## src/rtl/mem_access_sequencer.sv

```systemverilog
// mem_access_sequencer: LC-3b MEM-stage sequencer for word, byte and indirect (LDI/STI) data accesses.
// Define MEM_SEQ_PERF_EN to build the stall-cycle and completed-access counters.
module mem_access_sequencer #(
    parameter int ADDR_W = 16,
    parameter int DATA_W = 16
) (
    input  logic              clk,
    input  logic              reset_n,
    input  logic              valid_in,
    input  logic [3:0]        opcode,
    input  logic              mem_read,
    input  logic              mem_write,
    input  logic [ADDR_W-1:0] addr_in,
    input  logic [DATA_W-1:0] wdata_in,
    output logic              dmem_read,
    output logic              dmem_write,
    output logic [ADDR_W-1:0] dmem_address,
    output logic [DATA_W-1:0] dmem_wdata,
    output logic [1:0]        dmem_byte_enable,
    input  logic              dmem_resp,
    input  logic [DATA_W-1:0] dmem_rdata,
    output logic              stall,
    output logic              done,
    output logic [DATA_W-1:0] rdata_out,
    output logic [31:0]       perf_stall_cycles,
    output logic [31:0]       perf_accesses
);
    localparam logic [3:0] OP_LDB = 4'h2;
    localparam logic [3:0] OP_STB = 4'h3;
    localparam logic [3:0] OP_LDI = 4'hA;
    localparam logic [3:0] OP_STI = 4'hB;

    typedef enum logic [1:0] {IDLE, ACC1, ACC2, DONE} state_t;

    state_t            state_q, state_d;
    logic              ind_q, ind_d, byte_q, byte_d, wr_q, wr_d, hi_q, hi_d;
    logic [ADDR_W-2:0] addr_q, addr_d, ptr_q, ptr_d;
    logic [DATA_W-1:0] wdata_q, wdata_d, rdata_q, rdata_d;
    logic              req;

    assign req       = valid_in & (mem_read | mem_write);
    assign done      = state_q == DONE;
    assign rdata_out = rdata_q;

    always_comb begin
        state_d          = state_q;
        ind_d            = ind_q;
        byte_d           = byte_q;
        wr_d             = wr_q;
        hi_d             = hi_q;
        addr_d           = addr_q;
        ptr_d            = ptr_q;
        wdata_d          = wdata_q;
        rdata_d          = rdata_q;
        stall            = 1'b0;
        dmem_read        = 1'b0;
        dmem_write       = 1'b0;
        dmem_address     = '0;
        dmem_wdata       = '0;
        dmem_byte_enable = 2'b00;
        case (state_q)
            IDLE: if (req) begin
                stall   = 1'b1;
                state_d = ACC1;
                ind_d   = (opcode == OP_LDI) | (opcode == OP_STI);
                byte_d  = (opcode == OP_LDB) | (opcode == OP_STB);
                // only STI ever writes on an indirect; a read+write control word resolves to a read
                wr_d    = (opcode == OP_STI) | ((opcode != OP_LDI) & mem_write & ~mem_read);
                addr_d  = addr_in[ADDR_W-1:1];
                hi_d    = addr_in[0];
                wdata_d = wdata_in;
            end
            ACC1: begin
                stall            = 1'b1;
                dmem_read        = ind_q | ~wr_q;
                dmem_write       = ~ind_q & wr_q;
                dmem_address     = {addr_q, 1'b0};
                dmem_wdata       = (~ind_q & wr_q) ? (byte_q ? {wdata_q[7:0], wdata_q[7:0]} : wdata_q) : '0;
                dmem_byte_enable = byte_q ? (hi_q ? 2'b10 : 2'b01) : 2'b11;
                if (dmem_resp) begin
                    state_d = ind_q ? ACC2 : DONE;
                    ptr_d   = ind_q ? dmem_rdata[ADDR_W-1:1] : ptr_q;
                    if (~ind_q & ~wr_q)
                        rdata_d = byte_q ? {{(DATA_W-8){1'b0}}, hi_q ? dmem_rdata[15:8] : dmem_rdata[7:0]}
                                         : dmem_rdata;
                end
            end
            ACC2: begin
                stall            = 1'b1;
                dmem_read        = ~wr_q;
                dmem_write       = wr_q;
                dmem_address     = {ptr_q, 1'b0};
                dmem_wdata       = wr_q ? wdata_q : '0;
                dmem_byte_enable = 2'b11;
                if (dmem_resp) begin
                    state_d = DONE;
                    rdata_d = wr_q ? rdata_q : dmem_rdata;
                end
            end
            default: state_d = IDLE;
        endcase
    end

    always_ff @(posedge clk or negedge reset_n) begin
        if (!reset_n) begin
            state_q <= IDLE;
            ind_q   <= 1'b0;
            byte_q  <= 1'b0;
            wr_q    <= 1'b0;
            hi_q    <= 1'b0;
            addr_q  <= '0;
            ptr_q   <= '0;
            wdata_q <= '0;
            rdata_q <= '0;
        end else begin
            state_q <= state_d;
            ind_q   <= ind_d;
            byte_q  <= byte_d;
            wr_q    <= wr_d;
            hi_q    <= hi_d;
            addr_q  <= addr_d;
            ptr_q   <= ptr_d;
            wdata_q <= wdata_d;
            rdata_q <= rdata_d;
        end
    end

`ifdef MEM_SEQ_PERF_EN
    logic [31:0] stall_cnt_q, stall_cnt_d, acc_cnt_q, acc_cnt_d;

    always_comb begin
        stall_cnt_d = stall_cnt_q + {31'd0, stall};
        acc_cnt_d   = acc_cnt_q + {31'd0, done};
    end

    always_ff @(posedge clk or negedge reset_n) begin
        if (!reset_n) begin
            stall_cnt_q <= '0;
            acc_cnt_q   <= '0;
        end else begin
            stall_cnt_q <= stall_cnt_d;
            acc_cnt_q   <= acc_cnt_d;
        end
    end

    assign perf_stall_cycles = stall_cnt_q;
    assign perf_accesses     = acc_cnt_q;
`else
    assign perf_stall_cycles = '0;
    assign perf_accesses     = '0;
`endif
endmodule

```

## config.mk

```make
export PLATFORM = sky130hd
export DESIGN_NAME = mem_access_sequencer
export DESIGN_NICKNAME = d
export VERILOG_FILES = /design/src/rtl/mem_access_sequencer.sv
export SDC_FILE = /design/constraint.sdc
export NUM_CORES = 1
export LEC_CHECK = 0
export CORE_ASPECT_RATIO = 1.5
export CORE_UTILIZATION = 30
export CTS_BUF_LIST = sky130_fd_sc_hd__clkbuf_4 sky130_fd_sc_hd__clkbuf_8
export CTS_CLUSTER_SIZE = 25
export DETAILED_ROUTE_END_ITERATION = 8
export GPL_ROUTABILITY_DRIVEN = 0
export RECOVER_POWER = 50
export SLEW_MARGIN = 10
export SYNTH_ARGS = -nofsm -noshare
export SYNTH_HDL_FRONTEND = slang
export SYNTH_SLANG_ARGS = --single-unit
```

## constraint.sdc

```tcl
create_clock -name clk -period 2.5 [get_ports clk]
set_input_delay 0.375 -clock clk [delete_from_list [all_inputs] [get_ports clk]]
set_output_delay 0.375 -clock clk [all_outputs]
set_load 0.005 [all_outputs]
```

======== Yosys cells after proc, flatten, opt, wreduce, memory -nomap -nowiden ========
Cells that the tools add are included.
word-level totals
  input bits .............................. 58
  output and inout bits ................... 118
  register bits after elaboration ......... 68
cells by class
  muxes and demuxes ....................... 24
  reductions and logical operators ........ 7
  eq/ne operators ......................... 13
  bitwise gates (word level) .............. 13
operators by type and width
  cell                                            number
  two-way mux 16 bit                              8
  case mux 16 bit (2 select lines)                3
  two-way mux 2 bit                               5
  != test 2 bit (second input constant)           5
  == test 4 x 2 -> 1 bit (second input constant)  2
  == test 4 bit (second input constant)           2
  two-way mux 8 bit                               1
  case mux 1 bit (2 select lines)                 3
  case mux 2 bit (3 select lines)                 1
  AND reduction 3 bit                             2
  bitwise AND 1 bit                               5
  OR 1 bit                                        5
  AND reduction 5 bit                             1
  == test 2 bit (second input constant)           2
  != test 4 bit (second input constant)           1
  case mux 2 bit (2 select lines)                 1
  inverter 1 bit                                  3
  == test 2 x 1 -> 1 bit (second input constant)  1
  logical NOT 2 bit                               1
  two-way mux 1 bit                               2
  AND reduction 2 bit                             1
  nonzero test 2 bit                              1
  OR reduction 2 bit                              1

======== Logic depth before layout (Yosys ltp) ========
  depth in word-level cells ............... 5
  mapped depth ............................ 7
  gate-level depth less buffers ........... 5

======== Worst setup path after synthesis ========
No wires, ideal clock.
  path kind ............................... register -> output
  start point ............................. reg state_q[1]
  end point ............................... out dmem_wdata[10]
  cell stages (with the launch flop) ...... 6
  required time ........................... 2125 ps
  slack ................................... 458 ps
  path buffers ............................ 0
  data arrival time ....................... 1667 ps
  cells stage by stage .................... dfrtp_1 > inv_1 > ha_1 > or3b_2 > a21oi_2 > a22o_1
between the ends
  longest elaborated chain between the ends .. 2
RTL lines
  what                                                     line  text
  start: declaration                                       35    state_t state_q, state_d;
  start signal: assignment                                 116   state_q <= state_d;
  == test 2 bit or == test 2 x 1 -> 1 bit (tied branches)  61    case (state_q)
  case mux 16 bit (2 select lines) (*)                     61
  end: declaration                                         18    output logic [DATA_W-1:0] dmem_wdata,
Mark *: on every way between the ends. The rest lies on a longest branch, timed or not.

======== Worst setup path in the final report ========
Ends and elaborated chain as after synthesis.

==> metrics.txt <==
status=finished, violations left; violated checks=max-capacitance violations, max-slew violations; number of buffer and inverter instances along the worst setup path=5; # H-tree levels=3; cell-by-cell trace of the critical path=inv_2 > ha_4 > or3b_4 > a21oi_4 > buf_6 > buf_12 > buf_6 > a22o_1 > buf_2; final count of negative-setup-slack endpoints=0; number of cell rows=49; final core utilization=44.09%; first-pass GRT wire length=15.13 mm; Longest Clk Path Bufs=2; Area Growth Syn to Fin=42.03%; sequential fraction of the synthesis area=45.15%; R2R depth=6; Synth top area share=45.15%; number of synthesized register bits=68; routed length per placed instance=15.13 um; Storage cell area=1702 um2; maximum resistive drop on vdd=515.8 uV; internal reg-to-reg setup slack=360 ps; global-route total usage across every layer=15.43%; via count of the first global-routing pass=2855; Crit path max-delay family=buffers and inverters; cell taking the most area after synthesis=sky130_fd_sc_hd__dfrtp_1; root buffer selected by CTS=sky130_fd_sc_hd__clkbuf_8; layout filler cell count=1154; vertical die dimension=139.3 um; Die Outline Area=13020 um2; fmax=0.4014 GHz; starting density of the core=31.05%; sum of internal, switching and leakage power=6.110 mW; launching point of the worst reg2reg path=state_q[0]; Post-Syn Area=3769 um2; Arrival @ worst endpoint=2120 ps; Vias/cell=4.427; delay of the slowest cell on the worst path=400 ps; Post-Place Worst Slack=52.83 ps; kind of end point of the critical path=output port; HPWL after detailed placement=6.643 mm; hold buffers post-CTS=0; overall die width=93.52 um; Final Cycle Share=99.64%; vias after detailed routing=2767; Final Critical Period=2491 ps; number of input and output port buffers inserted=110; multi-input gate area in the final layout=1804 um2; clock transition at the register clock pins on the worst setup and hold paths after CTS=80 ps; final hold slack=442.2 ps; nets=532; Layout Skew=13.37 ps; number of CTS-inserted buffers=9; fraction of final layout cells with drive strength greater than 1=30.72%; DRC violation count after routing=0; Yosys warnings=0; mean post-synth cell area=11.49 um2; areal power density over the cells=1141 nW/um2; Worst path slowest cell=sky130_fd_sc_hd__dfrtp_1; required time at the endpoint of the critical path=2120 ps; maximum number of pins on one net before global-route repair=69; relative slew slack=-15.99%; pins over their slew limit=69; Skew-Pair Late Insertion Delay=350 ps; highest net fanout along the worst path=3; R2R Path End=ptr_q[3]; critical path launch point type=flip-flop; TritonCTS clock tree=built; transition time of the tightest slew-check pin=1740 ps; Final Hold Viols=0; Worst Hold Class=in2async; total core area=12140 um2; number of detailed-routing iterations run before antenna repair=4; Critical Path Start=state_q[1]; Worst Setup Slack, final=8.997 ps; post-synthesis instance total=328; Synth area leaders=sky130_fd_sc_hd__dfrtp_1 (45%), sky130_fd_sc_hd__mux2_2 (19%), sky130_fd_sc_hd__buf_4 (13%); number of antenna violations at the first check in global routing=0; number of nets with antenna violations after detailed routing=0; global route overflow=0; Unique masters post-synth=35; iteration-0 DRC count of the detailed router=76; Fin Setup TNS=0 ps; crit-path most repeated cell=sky130_fd_sc_hd__buf_6; number of antenna cells inserted=0; Max-cap violations=1; P_leak=2.642 nW; start-to-end type of the worst setup path=reg2out; WL final=9.457 mm; # clock sinks=68; Top-Level Pins=176; unrepaired setup endpoints after global routing=yes
## cell usage after synthesis
| library cell | count |
|---|---|
| sky130_fd_sc_hd__a21oi_1 | 6 |
| sky130_fd_sc_hd__a21oi_2 | 1 |
| sky130_fd_sc_hd__a22o_1 | 8 |
| sky130_fd_sc_hd__a22oi_1 | 15 |
| sky130_fd_sc_hd__and2_1 | 8 |
| sky130_fd_sc_hd__buf_1 | 2 |
| sky130_fd_sc_hd__buf_2 | 6 |
| sky130_fd_sc_hd__buf_4 | 65 |
| sky130_fd_sc_hd__buf_6 | 2 |
| sky130_fd_sc_hd__clkbuf_1 | 2 |
| sky130_fd_sc_hd__clkinv_1 | 1 |
| sky130_fd_sc_hd__conb_1 | 1 |
| sky130_fd_sc_hd__dfrtp_1 | 68 |
| sky130_fd_sc_hd__ha_1 | 7 |
| sky130_fd_sc_hd__inv_1 | 13 |
| sky130_fd_sc_hd__inv_2 | 1 |
| sky130_fd_sc_hd__mux2_2 | 62 |
| sky130_fd_sc_hd__mux2_4 | 2 |
| sky130_fd_sc_hd__mux2i_1 | 10 |
| sky130_fd_sc_hd__nand2_1 | 13 |
| sky130_fd_sc_hd__nand2b_1 | 2 |
| sky130_fd_sc_hd__nand3_1 | 1 |
| sky130_fd_sc_hd__nand3b_1 | 2 |
| sky130_fd_sc_hd__nand4bb_1 | 1 |
| sky130_fd_sc_hd__nor2_1 | 16 |
| sky130_fd_sc_hd__nor2b_1 | 1 |
| sky130_fd_sc_hd__nor3_1 | 1 |
| sky130_fd_sc_hd__o211a_1 | 1 |
| sky130_fd_sc_hd__o211ai_1 | 1 |
| sky130_fd_sc_hd__o21ai_0 | 4 |
| sky130_fd_sc_hd__o21ba_1 | 1 |
| sky130_fd_sc_hd__o21bai_1 | 1 |
| sky130_fd_sc_hd__o41ai_1 | 1 |
| sky130_fd_sc_hd__o41ai_4 | 1 |
| sky130_fd_sc_hd__or3b_2 | 1 |
## placed cells by master (no fill, tap or decap), types with 11 or more instances in the layout
cell / n
sky130_fd_sc_hd__buf_4: 17
sky130_fd_sc_hd__clkdlybuf4s50_1: 64
sky130_fd_sc_hd__conb_1: 65
sky130_fd_sc_hd__dfrtp_1: 68
sky130_fd_sc_hd__dlygate4sd2_1: 12
sky130_fd_sc_hd__inv_1: 11
sky130_fd_sc_hd__mux2_2: 62
sky130_fd_sc_hd__nand2_1: 12
sky130_fd_sc_hd__nor2_1: 12
## timing repair
item                       CTS  global route
cloned                       1             0
gates resized for setup     67            34
pin swaps                    3             5
setup buffers                7             5
setup endpoints to repair   35            16
## sequential cells by signal, indices dropped and copies added (netlist names), 2 cells and up
| register | count |
|---|---|
| wdata_q | 16 |
| state_q | 2 |
| ptr_q | 15 |
| addr_q | 15 |
| rdata_out | 16 |
## layer usage
metal	global-route usage (%)	routed length (um)	vias to the layer above
met4	5.182	153	0
li1	-	-	1269
met1	17.03	3601	1353
met5	0	0	-
met2	28.17	5172	132
met3	3.934	530	13
## power breakdown
part | leakage, nW | switching (mW) | internal [mW] | total, mW
combinational | 1.69 | 1.31 | 1.74 | 3.05
clock | 0.120 | 0.442 | 0.675 | 1.12
sequential | 0.830 | 0.311 | 1.63 | 1.95
## worst max path at each step
stage	to	slack (ps)	cells past startpoint
floorplan	dmem_wdata[10]	460	5
global placement	dmem_wdata[15]	130	7
detailed placement	dmem_wdata[15]	50	7
CTS	dmem_wdata[14]	-90	10
global route	dmem_byte_enable[0]	-120	6
finish	dmem_wdata[10]	9	9
## through the flow
stage               instances  area (um2)
floorplan                 392        4009
detailed placement        597        4911
CTS                       621        5314
finish                    625        5353
global route              625        5353
global placement          597        4911
## final cells by class
cell class / instances / area share (%)
Inverter: 15 / 1.122
Clock inverter: 6 / 2.080
Multi-Input combinational cell: 232 / 33.71
Sequential cell: 68 / 31.79
Timing Repair Buffer: 141 / 25.27
Clock buffer: 10 / 2.454
Tap cell: 153 / 3.576
## cell families (layout without fill, tap and decap cells)
kind of cell,after synthesis,in the layout,share of synthesized area (%)
other,1,65,0.09951
muxes,74,74,21.98
buffers and inverters,92,172,16.24
and+or+nand+nor,46,46,5.910
adders and majority gates,7,7,2.324
AOI/OAI and AO/OA,40,40,8.301
DFF,68,68,45.15
Note: power is estimated with default switching activity, not from simulation.
